### src/rtl/button_debouncer_pkg.sv
// Shared FSM encodings and 50 MHz board timing defaults for the button debouncer.
package button_debouncer_pkg;

  localparam logic [1:0] StIdle        = 2'd0;
  localparam logic [1:0] StPressWait   = 2'd1;
  localparam logic [1:0] StHeld        = 2'd2;
  localparam logic [1:0] StReleaseWait = 2'd3;

  localparam int unsigned DefaultDebounceCycles = 500000;
  localparam int unsigned DefaultRepeatDelay    = 25000000;
  localparam int unsigned DefaultRepeatPeriod   = 5000000;

endpackage

### src/rtl/sync_2ff.sv
// Two-flop synchroniser for one asynchronous bit, with a synchronous active-low reset value.
module sync_2ff #(
  parameter logic ResetVal = 1'b0
) (
  input  logic clk_i,
  input  logic rst_ni,
  input  logic d_i,
  output logic q_o
);

  logic s1_q, s2_q;

  always_ff @(posedge clk_i) begin
    if (!rst_ni) begin
      s1_q <= ResetVal;
      s2_q <= ResetVal;
    end else begin
      s1_q <= d_i;
      s2_q <= s1_q;
    end
  end

  assign q_o = s2_q;

endmodule

### src/rtl/button_debouncer.sv
// Debounces one raw push-button into a clean level plus press/release/auto-repeat strobes.
module button_debouncer
  import button_debouncer_pkg::*;
#(
  parameter int unsigned DEBOUNCE_CYCLES = DefaultDebounceCycles,
  parameter bit          BTN_ACTIVE_LOW  = 1'b1,
  parameter bit          REPEAT_EN       = 1'b0,
  parameter int unsigned REPEAT_DELAY    = DefaultRepeatDelay,
  parameter int unsigned REPEAT_PERIOD   = DefaultRepeatPeriod
) (
  input  logic clk,
  input  logic btn_reset,
  input  logic btn_raw,
  output logic btn_level,
  output logic push_pulse,
  output logic release_pulse,
  output logic repeat_pulse
);

  localparam int unsigned CntW   = $clog2(DEBOUNCE_CYCLES) + 1;
  localparam int unsigned RptMax = (REPEAT_DELAY > REPEAT_PERIOD) ? REPEAT_DELAY : REPEAT_PERIOD;
  localparam int unsigned RptW   = $clog2(RptMax) + 1;

  localparam logic [CntW-1:0] CntLast      = CntW'(DEBOUNCE_CYCLES - 1);
  localparam logic [RptW-1:0] RptDelayLast = RptW'(REPEAT_DELAY - 1);
  localparam logic [RptW-1:0] RptPerLast   = RptW'(REPEAT_PERIOD - 1);

  logic            sync_q;
  logic            pressed;
  logic [1:0]      state_q, state_d;
  logic [CntW-1:0] cnt_q, cnt_d;
  logic [RptW-1:0] rcnt_q, rcnt_d;
  logic            rphase_q, rphase_d;
  logic            level_q, level_d;
  logic            push_q, push_d;
  logic            release_q, release_d;
  logic            repeat_q, repeat_d;

  sync_2ff #(
    .ResetVal (BTN_ACTIVE_LOW)
  ) u_sync (
    .clk_i  (clk),
    .rst_ni (btn_reset),
    .d_i    (btn_raw),
    .q_o    (sync_q)
  );

  assign pressed = sync_q ^ BTN_ACTIVE_LOW;

  always_comb begin
    state_d   = state_q;
    cnt_d     = cnt_q;
    rcnt_d    = rcnt_q;
    rphase_d  = rphase_q;
    level_d   = level_q;
    push_d    = 1'b0;
    release_d = 1'b0;
    repeat_d  = 1'b0;
    unique case (state_q)
      StIdle: begin
        if (pressed) begin
          state_d = StPressWait;
          cnt_d   = '0;
        end
      end
      StPressWait: begin
        if (!pressed) begin
          state_d = StIdle;
          cnt_d   = '0;
        end else if (cnt_q == CntLast) begin
          state_d  = StHeld;
          cnt_d    = '0;
          push_d   = 1'b1;
          level_d  = 1'b1;
          rcnt_d   = '0;
          rphase_d = 1'b0;
        end else begin
          cnt_d = cnt_q + 1'b1;
        end
      end
      StHeld: begin
        // Leaving HELD wins over a repeat due on the same edge.
        if (!pressed) begin
          state_d = StReleaseWait;
          cnt_d   = '0;
        end else if (REPEAT_EN) begin
          if (rcnt_q == (rphase_q ? RptPerLast : RptDelayLast)) begin
            repeat_d = 1'b1;
            rcnt_d   = '0;
            rphase_d = 1'b1;
          end else begin
            rcnt_d = rcnt_q + 1'b1;
          end
        end
      end
      StReleaseWait: begin
        if (pressed) begin
          state_d = StHeld;
        end else if (cnt_q == CntLast) begin
          state_d   = StIdle;
          cnt_d     = '0;
          release_d = 1'b1;
          level_d   = 1'b0;
        end else begin
          cnt_d = cnt_q + 1'b1;
        end
      end
      default: state_d = StIdle;
    endcase
  end

  always_ff @(posedge clk) begin
    if (!btn_reset) begin
      state_q   <= StIdle;
      cnt_q     <= '0;
      rcnt_q    <= '0;
      rphase_q  <= 1'b0;
      level_q   <= 1'b0;
      push_q    <= 1'b0;
      release_q <= 1'b0;
      repeat_q  <= 1'b0;
    end else begin
      state_q   <= state_d;
      cnt_q     <= cnt_d;
      rcnt_q    <= rcnt_d;
      rphase_q  <= rphase_d;
      level_q   <= level_d;
      push_q    <= push_d;
      release_q <= release_d;
      repeat_q  <= repeat_d;
    end
  end

  assign btn_level     = level_q;
  assign push_pulse    = push_q;
  assign release_pulse = release_q;
  assign repeat_pulse  = REPEAT_EN ? repeat_q : 1'b0;

endmodule

### config.mk
export PLATFORM = sky130hd
export DESIGN_NAME = button_debouncer
export DESIGN_NICKNAME = d
export VERILOG_FILES = /design/src/rtl/button_debouncer_pkg.sv /design/src/rtl/sync_2ff.sv /design/src/rtl/button_debouncer.sv
export SDC_FILE = /design/constraint.sdc
export NUM_CORES = 1
export LEC_CHECK = 0
export ABC_AREA = 0
export BUFFER_PORTS_ARGS = -buffer_cell sky130_fd_sc_hd__buf_2
export CORE_MARGIN = 10
export CORE_UTILIZATION = 40
export DETAILED_ROUTE_END_ITERATION = 12
export PLACE_DENSITY = 0.6
export SETUP_SLACK_MARGIN = 0.2
export SLEW_MARGIN = 30
export SYNTH_ARGS = -nofsm -noshare
export SYNTH_HDL_FRONTEND = slang
export SYNTH_HIERARCHICAL = 1
export SYNTH_SLANG_ARGS = --single-unit
### constraint.sdc
create_clock -name clk -period 1.7 [get_ports clk]
set_input_delay 0.255 -clock clk [delete_from_list [all_inputs] [get_ports clk]]
set_output_delay 0.255 -clock clk [all_outputs]
set_load 0.01 [all_outputs]
==> results.cfg, run 1 <==
[global_routing]
grt_pass1_wl_um = 5947
busiest_layer = met2
antenna_found_initial = 0
grt_pass1_vias = 1340
overflow = 0
grt_util_met3 = 0.02477
grtUsageTotal = 0.1153
use_met1 = 0.1283
grt_max_degree = 16
use_met2 = 0.2023

[drt]
num_vias = 1300
wire_per_inst_um = 13.73
drcViolationCount = 0
ant_nets = 0
drt_wl_total_um = 3350
drt_iter0_drc = 68
drt_first_pass_iters = 4
avgViaCountPerCell = 5.328

[critical_path]
crit_path_cell_trace = nor4_4 > nand3_1 > buf_4 > o21a_4 > and3_1 > o22a_1
crit_arrival_ns = 1.88
endpoint_kind = flip-flop
path_delay_family = simple AND/OR/NAND/NOR gates
slowest_delay_ns = 0.38
critical_path_required_ns = 1.95
crit_slowest_cell = dfxtp_2
cp-start-kind = flip-flop
worst-setup-path-type = flip-flop to flip-flop
worstPathMaxFanout = 5
critPathBufInv = 1

[min_path]
hold_path_class = primary input to flip-flop

[synth]
synth_nets = 167
postSynthCellCount = 163
synth_ff_type = dfxtp_1
synth_top_area_frac = 0.3874
ys_ff_latch = 27
ys_seq_area_frac = 0.3874
yosys_warnings = 6
synth.avg_cell_area_um2 = 8.559
yosysUniqueCellTypes = 44
synth_edf_count = 0
synth_area_leaders = dfxtp_1 39%, xnor2_1 8.2%, nor2_1 6.5%
syn_area_um2 = 1395
async_flop_share = 0
synth_top_area_cell = dfxtp_1

[timing]
grt_setup_unrepaired = true
layout_worst_path_cycle_share = 0.9593
hold_viol = 0
period_needed_ns = 1.631
setup_ws_ns = 0.06927
clock_skew_ns = 0.006376
hold_ws_ns = 0.08931
setup_viol = 0
timing.fmax_mhz = 613.2
slew_viol_final = 0

[pwr]
p_per_area_nw_per_um2 = 533.2
p_leak_uw = 0.0006611
ir_drop_v = 0.0002684

[place]
gp_congestion = 0.8226
port_buffers = 5
post-dp-hpwl_um = 2439
post-place-cells = 232
dp_slack_ns = -0.05220
placed_area_um2 = 1629

[clock_network]
htreeDepth = 1
path_clk_slew_ns = 0.15
cts_root_buffer = clkbuf_4
worst_skew_pair.late_latency_ns = 0.33
clock-sinks = 27
cts_tree = yes
clock_path_buffers = 2
holdBufCountCts = 0
cts_buffers = 3

[die]
initial_core_util = 0.4148
fp.dieArea_um2 = 6250
die_h_um = 79.06
ioPinCount = 7
die_w_um = 79.06
design.core.area_um2 = 3363
rows = 21

[run_status]
outcome = finished clean

[cells_and_area]
final_area_um2 = 1871
post-route-util = 0.5562
nets = 203
syn_to_final_growth_pct = 34.08
fin_cells = 244
drive_above_1_share = 0.4091
final_cell_mix = 29 x buf_4, 18 x dfxtp_1, 15 x nor2_1
diodes = 0
layout_commonest_cell = buf_4

[flow_run]
maxCapViolCount = 0
-- per-stage QoR --
step / total power, uW / setup TNS [ns]
2_1_floorplan: 698.5 / 0
3_3_place_gp: 716.0 / 0
3_5_place_dp: 718.1 / -0.5622
4_1_cts: 1012 / 0
5_1_grt: 1043 / -0.7198
6_report: 997.4 / 0
-- where the power goes --
part	total [uW]	internal (uW)	switching, uW
Combinational	72.2	31.1	41.1
Sequential	643	638	4.35
Clock	282	88.6	194
Total	997	758	239
-- final cells by class --
| class | count | area (um^2) |
|---|---|---|
| fillers | 323 | 1493 |
| repair buffers | 37 | 276.5 |
| inverters | 6 | 22.52 |
| clock inverters | 1 | 5.005 |
| multi-input cells | 124 | 932.1 |
| flip-flops and latches | 27 | 554.3 |
| well taps | 46 | 57.56 |
| clock buffers | 3 | 22.52 |
-- sequential cells by signal, indices dropped and copies added (netlist names), named ones only --
| register | count |
|---|---|
| release_pulse | 1 |
| state_q | 1 |
| u_sync/s1_q | 1 |
| u_sync/q_o | 1 |
| btn_level | 1 |
| push_pulse | 1 |
| cnt_q | 20 |
-- metal layers --
metal | wire length [um] | share of wire
met4 | 101 | 0.030
met2 | 1619 | 0.48
met1 | 1536 | 0.46
met5 | 0 | 0
met3 | 93 | 0.028
-- cell families (layout without fill, tap and decap cells) --
| family | Yosys count | count (layout) | synth area share |
|---|---|---|---|
| other | 1 | 1 | 0.002688 |
| flip-flops | 27 | 27 | 0.3874 |
| adder cells (fa/ha/maj) | 1 | 1 | 0.008967 |
| AO/OA/AOI/OAI | 24 | 24 | 0.1229 |
| XOR/XNOR | 13 | 13 | 0.08161 |
| buffers and inverters | 12 | 47 | 0.04932 |
| AND/OR/NAND/NOR | 85 | 85 | 0.3471 |
-- final timing paths --
path / end / slack (ns) / cells after the start / startpoint
worst max-delay path: cnt_q[13] / 0.07 / 6 / cnt_q[11]
worst min-delay path: u_sync/s1_q / 0.09 / 2 / btn_raw
worst max register to register: cnt_q[13] / 0.07 / 6 / cnt_q[11]
worst min register to register: u_sync/q_o / 0.44 / 1 / u_sync/s1_q
-- what timing repair did --
action                     4_1_cts  5_1_grt
pin swaps                       14        4
resized for setup               23       16
setup endpoints to repair       24       25
buffers inserted                 8        0
-- synth_stat cells (all sizes together) (5+ instances only) --
library cell and count:
and3 5, nor2 24, o21ai 9, nand2 10, nor4 8, buf 5
dfxtp 27, xnor2 13, nand4 5, inv 6, nand3 7
No activity file was read; power rests on OpenSTA's default activity.
==> run 2, diff against run 1 <==
Settings changed: ABC_AREA 0 to 1, CORE_MARGIN 10 to not set.
==> results.cfg, run 2 <==
[run_status]
outcome = finished clean

[timing]
period_needed_ns = 1.424
fin_tns_setup_ns = 0
layout_worst_path_cycle_share = 0.8375
slew_viol_final = 0
grt_setup_unrepaired = true
setup_ws_ns = 0.2763
clock_skew_ns = 0.003401
hold_viol = 0
setup_viol = 0
timing.fmax_mhz = 702.4

[clock_network]
htreeDepth = 1
clock_path_buffers = 2
cts_tree = yes
worst_skew_pair.late_latency_ns = 0.28
path_clk_slew_ns = 0.10
cts_buffers = 3
holdBufCountCts = 0
clock-sinks = 27
cts_root_buffer = clkbuf_8

[global_routing]
grt_max_degree = 16
use_met2 = 0.2699
overflow = 0
grt_pass1_vias = 1284
use_met1 = 0.2383
antenna_found_initial = 0
grt_pass1_wl_um = 5595
busiest_layer = met2
grt_util_met3 = 0.02679
grtUsageTotal = 0.1755

[cells_and_area]
final_cell_mix = 43 x nand2_1, 35 x inv_1, 30 x nor2_1
nets = 242
num-fill-cells = 392
syn_to_final_growth_pct = 14.61
final_area_um2 = 1757
drive_above_1_share = 0.2574
diodes = 0
largest_reg_flops = 20
largest-register = cnt_q
layout_commonest_cell = nand2_1
fin_cells = 285

[synth]
synth-simple-area-share = 0.4433
yosys_warnings = 6
synth_top_family_by_area = simple AND/OR/NAND/NOR gates
muxShareOfSynthArea = 0
postSynthCellCount = 224
synth_edf_count = 0
synthAdderAreaFrac = 0.008163
synth_compound_area_frac = 0.06694
synth_top_area_cell = dfxtp_1
synth_common_cells = 45 x nand2_1, 35 x inv_1, 35 x nor2_1
synth_ff_type = dfxtp_1
synth_most_common_cell = nand2_1
synth_xor_area_frac = 0.005714
ys_seq_area_frac = 0.3527
synth.avg_cell_area_um2 = 6.843
synth_area_leaders = dfxtp_1 35%, nand2_1 11%, inv_1 8.6%
ys_ff_latch = 27
async_flop_share = 0
syn_area_um2 = 1533
yosysUniqueCellTypes = 32
synth_top_area_frac = 0.3527
synth_nets = 228

[die]
design.core.area_um2 = 3661
die_w_um = 63.90
fp.dieArea_um2 = 4083
rows = 22
initial_core_util = 0.4187
ioPinCount = 7
die_h_um = 63.90

[pwr]
ir_drop_v = 0.0004777
p_per_area_nw_per_um2 = 645.6
p_leak_uw = 0.0006907

[critical_path]
critPathBufInv = 1
endpoint_kind = flip-flop
path_delay_family = simple AND/OR/NAND/NOR gates
reg2reg_depth = 8
crit_slowest_cell = dfxtp_4
worstPathMaxFanout = 4
slowest_delay_ns = 0.38
critical_path_required_ns = 1.91
r2r_end = cnt_q[14]
timing.rr.start = cnt_q[0]
crit_path_cell_trace = ha_4 > nand3_2 > nor2_2 > buf_4 > nand4_4 > nor2_4 > nor2_1 > nor3_2
r2r_slack_ns = 0.28
cp-start-kind = flip-flop
crit_arrival_ns = 1.64
worst-setup-path-type = flip-flop to flip-flop

[drt]
drt_wl_total_um = 3284
avgViaCountPerCell = 4.793
wire_per_inst_um = 11.52
ant_nets = 0
drcViolationCount = 0
drt_iter0_drc = 44
drt_first_pass_iters = 4
num_vias = 1366

[min_path]
hold_path_class = primary input to flip-flop
whs_path_depth = 3
min_to = u_sync/s1_q
hp-start = btn_raw

[place]
post-dp-hpwl_um = 2452
placed_area_um2 = 1624
post-place-cells = 280
dp_slack_ns = 0.1354
port_buffers = 5
gp_congestion = 0.8882

[flow_run]
maxCapViolCount = 0
[run 2: cell types whose count changed after synthesis, sizes merged, moves of 5 or more]
cell,delta
nor2,+15
nand3,+15
nor3,+7
inv,+33
nor4,-8
xnor2,-13
nand2,+42
and3,-5
[run 2: worst reg2reg max path: stages (launching register included)]
cell and delay [ns]:
dfxtp_4 0.38, ha_4 0.15, nand3_2 0.11, nor2_2 0.15, buf_4 0.15, nand4_4 0.12, nor2_4 0.11, nor2_1 0.05
nor3_2 0.14
[run 2: repair_timing]
item / CTS / global route
gates resized for setup: 3 / 22
endpoints found under the setup margin: 14 / 22
pin swaps: 0 / 4
setup buffers: 0 / 1
[run 2: cell type report]
cell class | instances | area (um^2) | area share
clock buffers | 3 | 41.29 | 0.02350
clock inverters | 1 | 5.005 | 0.002849
inverters | 39 | 146.4 | 0.08333
multi-input cells | 155 | 870.8 | 0.4957
flip-flops and latches | 27 | 555.5 | 0.3162
well taps | 48 | 60.06 | 0.03419
repair buffers | 12 | 77.57 | 0.04416
[run 2: metal layers]
| layer | vias to the layer above | wire length, um |
|---|---|---|
| li1 | 730 | - |
| met1 | 609 | 1679 |
| met2 | 20 | 1432 |
| met3 | 7 | 100 |
| met4 | 0 | 72 |
| met5 | - | 0 |
[run 2: logic make-up after synthesis]
| logic type | after synthesis |
|---|---|
| xor gates and xnor gates | 1 |
| and+or+nand+nor | 136 |
| other | 1 |
| buffers and inverters | 42 |
| DFF | 27 |
| AOI/OAI and AO/OA | 16 |
| adders and majority gates | 1 |
[run 2: how the worst max path moves through the flow]
stage | startpoint | endpoint | slack [ns] | cells past startpoint
5_1_grt | cnt_q[1] | cnt_q[14] | 0.17 | 8
3_3_place_gp | cnt_q[0] | cnt_q[9] | 0.16 | 8
2_1_floorplan | cnt_q[0] | cnt_q[7] | 0.23 | 9
4_1_cts | cnt_q[1] | cnt_q[16] | 0.22 | 10
3_5_place_dp | cnt_q[0] | cnt_q[9] | 0.14 | 8
6_report | cnt_q[0] | cnt_q[14] | 0.28 | 8
[run 2: power breakdown]
part	leakage [uW]	switching, uW	internal, uW
sequential	0.000222	9.80	639
clock	0.0000255	216	165
combinational	0.000443	70.5	33.7
total	0.000691	297	838
[run 2: through the flow]
| step | hold WS, ns | utilization | power [uW] |
|---|---|---|---|
| 5_1_grt | 0.1545 | 0.4798 | 1180 |
| 3_3_place_gp | 0.3962 | 0.4436 | 758.3 |
| 6_report | 0.1393 | 0.4798 | 1134 |
| 2_1_floorplan | 0.3237 | - | 751.5 |
| 4_1_cts | 0.1373 | 0.4583 | 1144 |
| 3_5_place_dp | 0.3949 | 0.4436 | 759.0 |
==> run 3, diff against run 2 <==
Clock period 1.7 ns to 1.25 ns, I/O delays scaled along.
==> results.cfg, run 3 (synthesis gave the netlist of run 2 again) <==
[run_status]
outcome = finished, violations left
violations = negative setup slack

[global_routing]
grt_max_degree = 17
overflow = 0
antenna_found_initial = 0
grt_pass1_vias = 1470
grt_pass1_wl_um = 6244
grtUsageTotal = 0.1985

[drt]
num_vias = 1512
drt_first_pass_iters = 4
drt_iter0_drc = 50
avgViaCountPerCell = 4.710
drcViolationCount = 0
drt_wl_total_um = 3732
met2_length_um = 1753
top_layer_used = met4
ant_nets = 0
dr_wl_met3_um = 135
wire_per_inst_um = 11.63
m1WireLength_um = 1764

[die]
die_w_um = 63.90
initial_core_util = 0.4187
ioPinCount = 7
fp.dieArea_um2 = 4083
rows = 22
design.core.area_um2 = 3661
die_h_um = 63.90

[cells_and_area]
final_cell_mix = 42 x nand2_1, 37 x buf_4, 35 x inv_1
drive_above_1_share = 0.3956
nets = 278
syn_to_final_growth_pct = 40.90
diodes = 0
final_area_um2 = 2160
layout_commonest_cell = nand2_1
num-fill-cells = 339
largest_reg_flops = 20
largest-register = cnt_q

[timing]
clock_skew_ns = 0.002528
hold_viol = 0
setup_viol = 22
timing.fmax_mhz = 718.0
slew_viol_final = 0
layout_worst_path_cycle_share = 1.114
setup_ws_ns = -0.1428
grt_setup_unrepaired = true
period_needed_ns = 1.393

[min_path]
hold_path_class = primary input to flip-flop

[critical_path]
cp-start-kind = flip-flop
crit_arrival_ns = 1.57
critical_path_required_ns = 1.43
endpoint_kind = flip-flop
worst-setup-path-type = flip-flop to flip-flop
worstPathMaxFanout = 6

[flow_run]
maxCapViolCount = 0

[clock_network]
htreeDepth = 1
clock-sinks = 27
worst_skew_pair.late_latency_ns = 0.28
path_clk_slew_ns = 0.10
clock_path_buffers = 2
cts_root_buffer = clkbuf_8
cts_tree = yes
cts_buffers = 3

[place]
port_buffers = 5
placed_area_um2 = 1963
post-dp-hpwl_um = 2714
gp_congestion = 0.8529

[pwr]
p_per_area_nw_per_um2 = 752.5
p_leak_uw = 0.0009059
ir_drop_v = 0.0005987
power_uw = 1625
## run 3: critical path: stages (launching register included)
cell	delay [ns]
dfxtp_4	0.39
ha_4	0.15
nand3_4	0.08
nor2_2	0.11
nand3_2	0.09
nand2_2	0.09
nand2_1	0.06
nand2_2	0.12
clkbuf_16	0.17
nor3_2	0.04
## run 3: repair_timing
action	4_1_cts	5_1_grt
gates cloned	0	1
endpoints found under the setup margin	25	25
gates resized for setup	9	19
pin swaps	4	8
hold buffers	0	0
hold endpoints to repair	0	0
setup buffers	2	1
## run 3: worst paths after layout
kind / cells past startpoint / startpoint / endpoint / slack [ns]
max: 9 / cnt_q[1] / cnt_q[2] / -0.14
min: 3 / btn_raw / u_sync/s1_q / 0.07
max reg2reg: 9 / cnt_q[1] / cnt_q[2] / -0.14
min reg2reg: 2 / u_sync/s1_q / u_sync/q_o / 0.41
## run 3: final cells by class
cell class                      instances  area (um^2)  share of cell area
Inverter                               39        148.9             0.06895
Sequential cell                        27        560.5              0.2596
Clock inverter                          1        7.507            0.003476
Clock buffer                            3        41.29             0.01912
Timing Repair Buffer                   48        410.4              0.1900
Multi-Input combinational cell        155        930.9              0.4311
Tap cell                               48        60.06             0.02781
## run 3: power breakdown
group          switching [uW]  internal [uW]
combinational             114            107
sequential               12.0            867
clock                     298            227
total                     424           1200
## run 3: stage by stage
step                        util  cells  TNS [ns]  hold WS, ns  setup WS, ns
after floorplan                -    224   -0.9034       0.2555      -0.09019
after global placement    0.5362    313    -1.399       0.3590       -0.1206
after detailed placement  0.5362    313    -1.862       0.3650       -0.1207
after CTS                 0.5622    319    -2.048      0.05939       -0.1156
after global routing      0.5899    321    -4.899      0.06492       -0.2396
final                     0.5899    321    -2.508      0.06831       -0.1428
## run 3: routing by layer
metal	track usage	up-vias
met2	0.3205	18
met4	0.08807	0
li1	-	804
met5	0	-
met1	0.2607	683
met3	0.02857	7
